[src/rtl/ps2_key_event_queue_if.sv]
// Key-event stream from ps2_key_event_queue to its consumer.
// The head event is presented while ev_valid is high and is taken when ev_ready is high.
interface ps2_key_event_queue_if;
  logic       ev_valid;
  logic       ev_ready;
  logic [7:0] ev_code;
  logic       ev_break;
  logic       ev_ext;

  modport master (output ev_valid, ev_code, ev_break, ev_ext, input ev_ready);
  modport slave  (input ev_valid, ev_code, ev_break, ev_ext, output ev_ready);
endinterface

[src/rtl/ps2_key_event_queue.sv]
// Assembles PS/2 bytes into make/break (optionally E0-extended) key events and queues them in a FWFT FIFO.
// Event reaches the head one cycle after the flag rise; when full and not popping, new events are dropped and overflow sets.
module ps2_key_event_queue #(
  parameter int DEPTH           = 8,
  parameter int AW              = 3,
  parameter int SUPPRESS_REPEAT = 1,
  parameter int TIMEOUT         = 4095
) (
  input  logic                  clk,
  input  logic                  reset,
  input  logic                  flag,
  input  logic [7:0]            scancode,
  input  logic                  clr_ovf,
  output logic [AW:0]           count,
  output logic                  overflow,
  ps2_key_event_queue_if.master ev
);

  localparam int             TW       = $clog2(TIMEOUT + 1);
  localparam logic [TW-1:0]  TMAX     = TIMEOUT[TW-1:0];
  localparam logic [AW:0]    FULL_CNT = DEPTH[AW:0];

  typedef enum logic [1:0] {S_IDLE, S_EXT, S_BRK, S_EXTBRK} state_t;

  typedef struct packed {
    logic       ext;
    logic       brk;
    logic [7:0] code;
  } key_ev_t;

  state_t        state, state_nx;
  logic          flag_d;
  logic          strobe;
  logic [TW-1:0] tcnt;
  logic          timed_out;
  logic          is_pfx, is_nul;

  logic          dec_vld;
  key_ev_t       dec_ev;

  logic          held_vld;
  logic          held_ext;
  logic [7:0]    held_code;
  logic          held_match;
  logic          emit;

  key_ev_t       mem [DEPTH];
  logic [AW-1:0] wr_ptr, rd_ptr;
  logic          full, pop, push_ok, drop;
  key_ev_t       head;

  assign strobe    = flag & ~flag_d;
  assign timed_out = (state != S_IDLE) && (tcnt == TMAX);
  assign is_pfx    = (scancode == 8'hE0) || (scancode == 8'hF0);
  assign is_nul    = (scancode == 8'h00) || (scancode == 8'hFF);

  always_ff @(posedge clk) begin
    if (reset) begin
      state  <= S_IDLE;
      flag_d <= 1'b0;
      tcnt   <= '0;
    end else begin
      state  <= state_nx;
      flag_d <= flag;
      if (strobe || state == S_IDLE || timed_out)
        tcnt <= '0;
      else
        tcnt <= tcnt + TW'(1);
    end
  end

  // A byte arriving in the same cycle as the timeout wins over the abort.
  always_comb begin
    state_nx = state;
    if (strobe) begin
      case (state)
        S_IDLE:   if (scancode == 8'hE0)      state_nx = S_EXT;
                  else if (scancode == 8'hF0) state_nx = S_BRK;
        S_EXT:    if (scancode == 8'hF0)      state_nx = S_EXTBRK;
                  else if (scancode != 8'hE0) state_nx = S_IDLE;
        S_BRK:    if (scancode == 8'hE0)      state_nx = S_EXTBRK;
                  else if (scancode != 8'hF0) state_nx = S_IDLE;
        S_EXTBRK: if (!is_pfx)                state_nx = S_IDLE;
        default:  state_nx = S_IDLE;
      endcase
    end else if (timed_out) begin
      state_nx = S_IDLE;
    end
  end

  always_comb begin
    dec_vld     = 1'b0;
    dec_ev.ext  = (state == S_EXT) || (state == S_EXTBRK);
    dec_ev.brk  = (state == S_BRK) || (state == S_EXTBRK);
    dec_ev.code = scancode;
    if (strobe) begin
      if (state == S_IDLE)
        dec_vld = !(is_pfx || is_nul || scancode == 8'hE1 || scancode == 8'hAA);
      else
        dec_vld = !(is_pfx || is_nul);
    end
  end

  assign held_match = held_vld && (held_ext == dec_ev.ext) && (held_code == dec_ev.code);
  assign emit       = dec_vld && !((SUPPRESS_REPEAT != 0) && !dec_ev.brk && held_match);

  always_ff @(posedge clk) begin
    if (reset) begin
      held_vld  <= 1'b0;
      held_ext  <= 1'b0;
      held_code <= 8'h00;
    end else if ((SUPPRESS_REPEAT != 0) && dec_vld) begin
      if (!dec_ev.brk && !held_match) begin
        held_vld  <= 1'b1;
        held_ext  <= dec_ev.ext;
        held_code <= dec_ev.code;
      end else if (dec_ev.brk && held_match) begin
        held_vld  <= 1'b0;
      end
    end
  end

  // A pop frees the slot the simultaneous push needs, so a full queue still accepts.
  assign full    = (count == FULL_CNT);
  assign pop     = (count != '0) && ev.ev_ready;
  assign push_ok = emit && (!full || pop);
  assign drop    = emit && full && !pop;

  always_ff @(posedge clk) begin
    if (push_ok)
      mem[wr_ptr] <= dec_ev;
  end

  always_ff @(posedge clk) begin
    if (reset) begin
      wr_ptr   <= '0;
      rd_ptr   <= '0;
      count    <= '0;
      overflow <= 1'b0;
    end else begin
      if (push_ok)
        wr_ptr <= wr_ptr + AW'(1);
      if (pop)
        rd_ptr <= rd_ptr + AW'(1);
      case ({push_ok, pop})
        2'b10:   count <= count + (AW+1)'(1);
        2'b01:   count <= count - (AW+1)'(1);
        default: count <= count;
      endcase
      if (drop)
        overflow <= 1'b1;
      else if (clr_ovf)
        overflow <= 1'b0;
    end
  end

  assign head        = mem[rd_ptr];
  assign ev.ev_valid = (count != '0);
  assign ev.ev_code  = ev.ev_valid ? head.code : 8'h00;
  assign ev.ev_break = ev.ev_valid & head.brk;
  assign ev.ev_ext   = ev.ev_valid & head.ext;

endmodule
[src/flat_wrapper.sv]
// flat-port wrapper written by rule: the top's interface ports become plain ports
module ps2_key_event_queue_flat 
#(
  parameter int DEPTH           = 8,
  parameter int AW              = 3,
  parameter int SUPPRESS_REPEAT = 1,
  parameter int TIMEOUT         = 4095
)
  (clk, reset, flag, scancode, clr_ovf, count, overflow, ev_ev_valid, ev_ev_code, ev_ev_break, ev_ev_ext, ev_ev_ready);
  ps2_key_event_queue_if ev_i ();
  input  logic clk;
  input  logic reset;
  input  logic flag;
  input  logic [7:0] scancode;
  input  logic clr_ovf;
  output logic [AW:0] count;
  output logic overflow;
  output wire logic [$bits(ev_i.ev_valid)-1:0] ev_ev_valid;
  output wire logic [$bits(ev_i.ev_code)-1:0] ev_ev_code;
  output wire logic [$bits(ev_i.ev_break)-1:0] ev_ev_break;
  output wire logic [$bits(ev_i.ev_ext)-1:0] ev_ev_ext;
  input wire logic [$bits(ev_i.ev_ready)-1:0] ev_ev_ready;
  assign ev_ev_valid = ev_i.ev_valid;
  assign ev_ev_code = ev_i.ev_code;
  assign ev_ev_break = ev_i.ev_break;
  assign ev_ev_ext = ev_i.ev_ext;
  assign ev_i.ev_ready = ev_ev_ready;
  ps2_key_event_queue #(.DEPTH(DEPTH), .AW(AW), .SUPPRESS_REPEAT(SUPPRESS_REPEAT), .TIMEOUT(TIMEOUT)) u_core (.clk(clk), .reset(reset), .flag(flag), .scancode(scancode), .clr_ovf(clr_ovf), .count(count), .overflow(overflow), .ev(ev_i));
endmodule
[config.mk]
export PLATFORM = sky130hd
export DESIGN_NAME = ps2_key_event_queue_flat
export DESIGN_NICKNAME = d
export VERILOG_FILES = /design/src/rtl/ps2_key_event_queue_if.sv /design/src/rtl/ps2_key_event_queue.sv /design/src/flat_wrapper.sv
export SDC_FILE = /design/constraint.sdc
export NUM_CORES = 1
export LEC_CHECK = 0
export CAP_MARGIN = 20
export CORE_ASPECT_RATIO = 1.75
export CORE_UTILIZATION = 55
export CTS_CLUSTER_DIAMETER = 60
export DETAILED_ROUTE_END_ITERATION = 6
export PLACE_DENSITY_LB_ADDON = 0.25
export SLEW_MARGIN = 20
export SYNTH_ARGS = -nofsm -noshare
export SYNTH_HDL_FRONTEND = slang
export SYNTH_SLANG_ARGS = --single-unit
[constraint.sdc]
create_clock -name clk -period 4.5 [get_ports clk]
set_clock_uncertainty 0.05 [all_clocks]
set_input_delay 1.125 -clock clk [delete_from_list [all_inputs] [get_ports clk]]
set_output_delay 1.125 -clock clk [all_outputs]
set_load 0.01 [all_outputs]
==> results summary, run 1 <==
The flow ran to the end, and the final reports show no timing, DRC or antenna violations. The highest layer touched by signal routing is met4. The via total after detailed routing came out at 3304. Data arrives at the worst endpoint at 4090 ps.

The highest fanout seen on the critical path came out at 2. The worst hold-check path type is flop to flop. After detailed routing, the average wire length per cell comes to 19.4 um. The delay of the slowest cell on the worst path came out at 550 ps.

Post-CTS timing repair inserted 0 buffers for setup. The final count of pins violating max slew came to 0. TritonCTS built the clock tree. The hold violation count in the final report came out at 0.

The TritonCTS buffer count came out at 17. In this run the cell area measured after placement is 5670 sq um. In the post-synthesis netlist, the cell with the most instances is sky130_fd_sc_hd__edfxtp_1. The overall overflow remaining after global route came out at 0. The worst slew margin relative to its limit came out at 50.9%. The later pin in the worst-skew pair is clocked with a latency of 400 ps. The cell total after placement came out at 531. The cell row count came out at 46. The clock input transition at the sequential cells of the worst setup and hold paths came out at 50 ps. The via density per instance came out at 5.87.

The required time of the worst setup path came out at 4740 ps. The count of different cell masters after synthesis came out at 52. The final weighted congestion of routability-driven global placement is 0.871. The mean area per synthesized cell is 13.5 sq um. The synthesized netlist cell count came out at 382.

The measured slew at the worst slew-check pin came out at 736 ps. The length of routed met3 wiring came out at 355 um. The portion of the post-synthesis area used by sequential elements is 61.9%.

The detailed-placement wirelength estimate is 6930 um. The clock net sink count came out at 119. The global-route wire length before repair is 16800 um. In this run the static leakage power is 2.12 nW. The count of TritonRoute iterations in the first routing pass is 4. The count of inserted antenna diode cells came out at 0. The worst setup path is captured at a flop. The layout net count is 451. The worst path meets setup with 652 ps of slack.

The number of routed nets with antenna violations came out at 0. Once the clock tree was built, the resizer swapped 0 gates to a different size. The number of violations reported at the end of detailed-routing iteration 0 is 149. The area fraction of the dominant cell type after synthesis is 46.7%. The number of synthesized register bits is 119.

Setup repair after global routing left no endpoint under its margin. The post-route setup TNS came out at 0 ps. The post-synthesis to final-layout area growth came out at 22.5%. The total non-filler cell area in the finished layout came out at 6300 sq um. The hold buffer count at CTS is 0. Summed over all nets, wire length on met2 after detailed routing comes to 6160 um. After the flow finishes, the layout carries non-filler instances totaling 563. The largest area contributor in the synthesized netlist is sky130_fd_sc_hd__edfxtp_1. The pin count of the biggest net entering global routing came out at 21. For this block, the routed nets add up to 10900 um of wire. The total setup violations reported at the end of the flow came out at 0. The shortest period the worst path allows is 3850 ps. For this run, the top clock speed supported by timing is 260 MHz. The maximum number of buffers from clock root to sink is 2. The maximum level of the CTS H-tree is 4. By area the synthesized netlist is led by sky130_fd_sc_hd__edfxtp_1 47%, sky130_fd_sc_hd__dfxtp_1 15%, sky130_fd_sc_hd__mux4_2 8.8%. The height of the die came out at 130 um. For this design, the slowest cell found on the critical path is sky130_fd_sc_hd__clkdlybuf4s50_1. The number of port buffers is 28. The critical path buffer and inverter count came out at 3. Across the run, the number of max-cap violations was 0.

The summed instance area of the synthesized netlist came out at 5150 sq um. The signal on the critical path passes through clkdlybuf4s50_1 -> xnor2_1 -> nand4_1 -> or3_1 -> inv_1 -> ha_1 -> nor2_1 -> nand4_1 -> nand2_1 -> inv_1 -> ha_1 -> a21o_1 -> a21oi_1 -> nor3_1 -> mux2i_1 -> mux2_2. The family with the most delay on the worst path is simple AND/OR/NAND/NOR gates.

The detailed-route DRC error count came out at 0. The number of enable-type register cells in the synthesized netlist came out at 80. The total global routing track utilization came out at 24.7%. Counting instances in the post-synthesis netlist gives the leading cell types as 80 x sky130_fd_sc_hd__edfxtp_1, 39 x sky130_fd_sc_hd__dfxtp_1, 33 x sky130_fd_sc_hd__nor2_1. The region available for standard cell placement spans 9090 sq um. The final period utilization came out at 85.5%. The initial utilization of the core area, before any placement, comes to 56.6%. The placement-stage worst setup slack is 258 ps. The number of antenna violations at the first check in global routing came out at 0.

The share of synthesized registers carrying an async set or reset is 0%. For this block, wires on met1 add up to 4130 um. The net count after synthesis is 403.

For this design the top-level I/O count stands at 29. The most used flip-flop cell after synthesis is sky130_fd_sc_hd__edfxtp_1. The power per unit of standard cell area is 556 nW/um^2. The via count of the first global-routing pass came out at 3297. IR analysis of the VDD net gives a maximum drop of 0.000431 V.

The setup path with the least slack is of type input port to flop. STA classifies the critical path startpoint as an input port. The hold slack is 428 ps. Measured along the x axis, the die boundary spans 75.1 um. Cells with a size suffix above 1 make up 18.5% of the layout. The die area is 9760 sq um. The buffer cell driving the clock tree root is sky130_fd_sc_hd__clkbuf_16. The number of warning messages in the yosys log is 0.
[power breakdown]
group / leakage [nW] / internal (mW) / switching [mW] / total (mW)
Sequential: 1.05 / 1.22 / 0.0589 / 1.28
Clock: 0.299 / 0.975 / 0.463 / 1.44
Combinational: 0.771 / 0.397 / 0.389 / 0.786
Total: 2.12 / 2.59 / 0.911 / 3.50
[layer usage]
| layer | GRT usage (%) | vias to the layer above |
|---|---|---|
| met5 | 0 | - |
| met4 | 12.5 | 0 |
| met2 | 44.5 | 94 |
| li1 | - | 1550 |
| met3 | 6.02 | 20 |
| met1 | 25.9 | 1640 |
[final cells by class]
class,count,area [sq um]
Timing Repair Buffer,50,445
Sequential cell,119,3180
Clock buffer,18,429
Tap cell,120,150
Clock inverter,14,206
Multi-Input combinational cell,233,1860
Fill cell,658,2790
Inverter,9,33.8
[stage by stage]
stage	total power [mW]	util, %
floorplan	1.73	-
global placement	2.07	62.3
detailed placement	2.09	62.3
CTS	3.52	69.3
global route	3.65	69.3
finish	3.50	69.3
[cells in the final DEF, fill, tap and decap left out, types with 6 or more instances in the layout]
| cell | netlist | routed |
|---|---|---|
| sky130_fd_sc_hd__edfxtp_1 | 80 | 80 |
| sky130_fd_sc_hd__dfxtp_1 | 39 | 39 |
| sky130_fd_sc_hd__nor2_1 | 33 | 33 |
| sky130_fd_sc_hd__clkdlybuf4s50_1 | 0 | 28 |
| sky130_fd_sc_hd__buf_4 | 0 | 22 |
| sky130_fd_sc_hd__nand3_1 | 21 | 21 |
| sky130_fd_sc_hd__mux4_2 | 20 | 20 |
| sky130_fd_sc_hd__a21oi_1 | 18 | 18 |
| sky130_fd_sc_hd__o21ai_0 | 17 | 17 |
| sky130_fd_sc_hd__clkbuf_16 | 0 | 17 |
| sky130_fd_sc_hd__nand2_1 | 14 | 14 |
| sky130_fd_sc_hd__xnor2_1 | 12 | 12 |
| sky130_fd_sc_hd__nand4_1 | 11 | 11 |
| sky130_fd_sc_hd__mux2i_1 | 11 | 11 |
| sky130_fd_sc_hd__inv_1 | 8 | 8 |
| sky130_fd_sc_hd__xor2_1 | 8 | 8 |
| sky130_fd_sc_hd__ha_1 | 7 | 7 |
| sky130_fd_sc_hd__nor3_1 | 6 | 6 |
| sky130_fd_sc_hd__nor2b_1 | 6 | 6 |
[flip-flops by register name, summed over array words and instances, names as in the netlist, named ones only]
name,cells
u_core.held_vld,1
u_core.state,2
u_core.wr_ptr,3
u_core.mem,80
u_core.rd_ptr,3
u_core.count,4
u_core.flag_d,1
u_core.overflow,1
u_core.held_code,8
u_core.held_ext,1
u_core.tcnt,12
[worst paths after layout]
| check | slack, ps | cells after the start | to | from |
|---|---|---|---|---|
| setup / recovery | 650 | 16 | u_core.count[3] | scancode[4] |
| setup reg to reg | 1250 | 15 | u_core.count[3] | u_core.state[0] |
| hold reg to reg | 430 | 1 | u_core.tcnt[0] | u_core.tcnt[0] |
| hold / removal | 430 | 1 | u_core.tcnt[0] | u_core.tcnt[0] |
[cell families (layout without fill, tap and decap cells)]
logic type	after synthesis	count (layout)	share of synthesized area, %
buffers and inverters	30	91	2.46
multiplexers	33	33	11.3
adder cells (fa/ha/maj)	8	8	2.09
XOR/XNOR	20	20	3.40
AND/OR/NAND/NOR	127	127	13.8
AO/OA/AOI/OAI	45	45	5.03
flip-flops	119	119	61.9
[worst register-to-register path, cell delays in order (launching register included)]
cell,delay [ps]
sky130_fd_sc_hd__dfxtp_1,660
sky130_fd_sc_hd__xnor2_1,180
sky130_fd_sc_hd__nand4_1,120
sky130_fd_sc_hd__or3_1,400
sky130_fd_sc_hd__inv_1,90
sky130_fd_sc_hd__ha_1,140
sky130_fd_sc_hd__nor2_1,50
sky130_fd_sc_hd__nand4_1,130
sky130_fd_sc_hd__nand2_1,100
sky130_fd_sc_hd__inv_1,110
sky130_fd_sc_hd__ha_1,230
sky130_fd_sc_hd__a21o_1,170
sky130_fd_sc_hd__a21oi_1,160
sky130_fd_sc_hd__nor3_1,60
sky130_fd_sc_hd__mux2i_1,150
sky130_fd_sc_hd__mux2_2,340
Power figures use the tool's default switching activity.
==> run 2, diff against run 1 <==
CORE_UTILIZATION = 59   (was 55)
clock period = 3.9 ns   (was 4.5 ns; I/O delays follow)
==> run 2 against run 1 <==
  * First-iteration DRC count grew 18%
  * Sequential power is 15% higher
  * Clock power is 9% higher
  * Critical path type unchanged
==> results summary, run 2 (synthesis gave the netlist of run 1 again) <==
The layout net count is 458 (was 451). The nature of the critical path startpoint is an input port (unchanged). The measured slew at the worst slew-check pin was 718 ps (was 736 ps). The count of inserted antenna diode cells was 0 (unchanged). The post-route setup TNS came out at 0 ps (unchanged). The commonest non-fill, non-tap cell in the layout was sky130_fd_sc_hd__edfxtp_1 (unchanged). The reported net switching power is 1.09 mW (was 911 uW). The die area is 9110 sq um (was 9760 sq um). The leakage power of the design is 2.14 nW (was 2.12 nW). The arrival time of the worst setup path is 3850 ps (was 4090 ps).

Outcome: finished, final reports clean (unchanged). The post-synthesis to final-layout area growth came out at 22.7% (was 22.5%). The worst hold-check path type is flop to flop (unchanged). Leading registers by flop count: u_core.mem: 80 flops, u_core.tcnt: 12 flops, u_core.held_code: 8 flops (unchanged). The TritonCTS buffer count is 17 (unchanged). The via count of the first global-routing pass is 3508 (was 3297). The part of the total power dissipated in sequential elements came to 36.7% (was 36.5%). The endpoint of the worst hold path is u_core.tcnt[0] (unchanged). Setup repair after global routing missed its margin: no (unchanged). The initial core utilization came out at 61.5% (was 56.6%). The count of TritonRoute iterations in the first routing pass is 4 (unchanged). The hold buffer count at CTS came out at 0 (unchanged). The detailed-placement wirelength estimate is 7350 um (was 6930 um).

The placeable core region is 8370 sq um (was 9090 sq um). The setup slack of the most critical reg-to-reg path came out at 710 ps (was 1250 ps). The routed wire length is 10900 um (about the same).

The number of flip-flops under the largest register name is 80 (unchanged). The detailed-route DRC error count came out at 0 (unchanged). The CTS tree is built (unchanged). The sequential standard cell area is 3180 sq um (unchanged). The number of violations reported at the end of detailed-routing iteration 0 is 176 (was 149).

The maximum number of buffers from clock root to sink came to 2 (unchanged). The number of buffers inserted by post-CTS setup repair is 0 (unchanged). The register bank with the most flops is u_core.mem (unchanged). The final count of pins violating max slew is 0 (unchanged). The highest fanout seen on the critical path is 2 (unchanged).

The via density per instance came out at 5.87 (about the same). The number of cells traversed by the worst register-to-register path is 15 (unchanged). The worst slew margin relative to its limit was 52.1% (was 50.9%). The critical path class was input port to flop (unchanged). The shortest period the worst path allows came out at 3600 ps. The required time of the worst setup path came out at 4150 ps (was 4740 ps).

The area of the multi-input gates was 1860 sq um (unchanged). The share of layout cells above drive strength 1 was 20.4% (was 18.5%). The startpoint of the worst register-to-register path was u_core.state[0] (unchanged). The hold violation count in the final report is 0 (unchanged). The final weighted congestion of routability-driven global placement is 0.831 (was 0.871).

The utilization after layout came to 75.5% (was 69.3%). The total global routing track utilization came out at 26.6% (was 24.7%). The I/O pin count is 29 (unchanged). The via total after detailed routing is 3319 (was 3304). The startpoint of the tightest hold check path is u_core.tcnt[0] (unchanged). The height of the die came to 126 um (was 130 um). The end of the worst register-to-register path is u_core.count[3] (unchanged). The number of antenna violations at the first check in global routing came out at 0 (unchanged).

The cell count of the worst hold path is 1 (unchanged). The power per unit of standard cell area came out at 632 nW/um^2 (was 556 nW/um^2). The clock net sink count is 119 (unchanged). The final-layout fill cell count is 549 (was 658). The switching part of the total power is 27.3% (was 26.0%).

The maximum level of the CTS H-tree came out at 4 (unchanged). The top achievable clock speed came out at 278 MHz. The insertion delay of the later-clocked pin in the worst-skew pair came out at 410 ps (was 400 ps).

The buffer cell driving the clock tree root is sky130_fd_sc_hd__clkbuf_16 (unchanged). The maximum ir drop on the vdd rail is 0.000796 V (was 0.000431 V). The number of routed nets with antenna violations is 0 (unchanged). The clock input transition at the sequential cells of the worst setup and hold paths came out at 60 ps (was 50 ps). The number of max-cap violations is 0 (unchanged). Top library cells by usage in the layout, fill and taps aside: 80 x sky130_fd_sc_hd__edfxtp_1, 39 x sky130_fd_sc_hd__dfxtp_1, 33 x sky130_fd_sc_hd__nor2_1 (unchanged). The number of port buffers came to 28 (unchanged). The global-route wire length before repair is 17300 um (was 16800 um). The cell row count came to 44 (was 46). The kind of end point of the critical path is a flop (unchanged). The portion of total power attributed to combinational logic came out at 24.0% (was 22.4%). The clock network power share was 39.3% (was 41.0%). The pin count of the biggest net entering global routing is 21 (unchanged).

The per-cell routed wire length is 19.3 um (was 19.4 um). The final period utilization is 92.2%. The overall overflow remaining after global route came out at 0 (unchanged). The total setup violations reported at the end of the flow is 0 (unchanged). The number of cells upsized or downsized after cts came to 0 (unchanged). The overall die width is 72.6 um (was 75.1 um). The internal power was 2.90 mW (was 2.59 mW).
## run 2: cell count changes in the layout (fill, tap and decap cells not counted), sizes merged
cell	delta
buf	+7
bufinv	-2
clkbuf	-1
clkinv	+1
clkinvlp	-1
inv	+3
## run 2: worst max path at each step
stage                     slack, ps  cells past startpoint         from                to
after floorplan                  40                     11  scancode[4]  u_core.mem[2][0]
after global placement           -4                     16  scancode[2]   u_core.count[3]
after detailed placement       -110                     16  scancode[2]   u_core.count[3]
after CTS                       320                     16  scancode[2]   u_core.count[3]
after global routing            160                     16  scancode[1]   u_core.count[3]
final                           300                     16  scancode[1]   u_core.count[3]
## run 2: layout make-up
cell class	count	area share, %
inverter	9	0.535
multi-input combinational	233	29.4
timing repair buffer	57	7.88
sequential	119	50.4
clock buffer	17	6.74
tap	115	2.28
clock inverter	15	2.79
## run 2: power by group through the flow
stage / clock network [mW] / registers, mW / logic, mW
5_1_grt: 1.64 / 1.47 / 1.03
3_3_place_gp: 0 / 1.49 / 0.935
6_report: 1.57 / 1.47 / 0.957
3_5_place_dp: 0 / 1.49 / 0.965
2_1_floorplan: 0 / 1.48 / 0.514
4_1_cts: 1.59 / 1.47 / 0.968
## run 2: critical path, stage by stage
cell and delay, ps:
sky130_fd_sc_hd__clkdlybuf4s50_1 550, sky130_fd_sc_hd__xnor2_1 140, sky130_fd_sc_hd__nand4_1 110, sky130_fd_sc_hd__or3_1 380
sky130_fd_sc_hd__inv_1 70, sky130_fd_sc_hd__ha_1 130, sky130_fd_sc_hd__nor2_1 60, sky130_fd_sc_hd__nand4_1 110
sky130_fd_sc_hd__nand2_1 80, sky130_fd_sc_hd__inv_1 80, sky130_fd_sc_hd__ha_1 220, sky130_fd_sc_hd__a21o_1 170
sky130_fd_sc_hd__a21oi_1 180, sky130_fd_sc_hd__nor3_1 80, sky130_fd_sc_hd__mux2i_1 180, sky130_fd_sc_hd__mux2_2 360
## run 2: layer usage
metal | vias up | global-route usage (%) | wire [um]
met5 | - | 0 | 0
met4 | 0 | 14.0 | 318
met3 | 29 | 7.49 | 418
met2 | 82 | 47.6 | 6240
met1 | 1634 | 27.0 | 3960
li1 | 1574 | - | -
## run 2: metrics by stage
step | total power [mW] | cells | area [sq um] | hold slack, ps | setup WS [ps]
floorplan | 2.00 | 382 | 5150 | 388 | 38.2
global placement | 2.42 | 533 | 5710 | 406 | -3.70
detailed placement | 2.46 | 533 | 5710 | 413 | -109
CTS | 4.02 | 565 | 6320 | 427 | 321
global route | 4.14 | 565 | 6320 | 449 | 163
finish | 3.99 | 565 | 6320 | 430 | 303
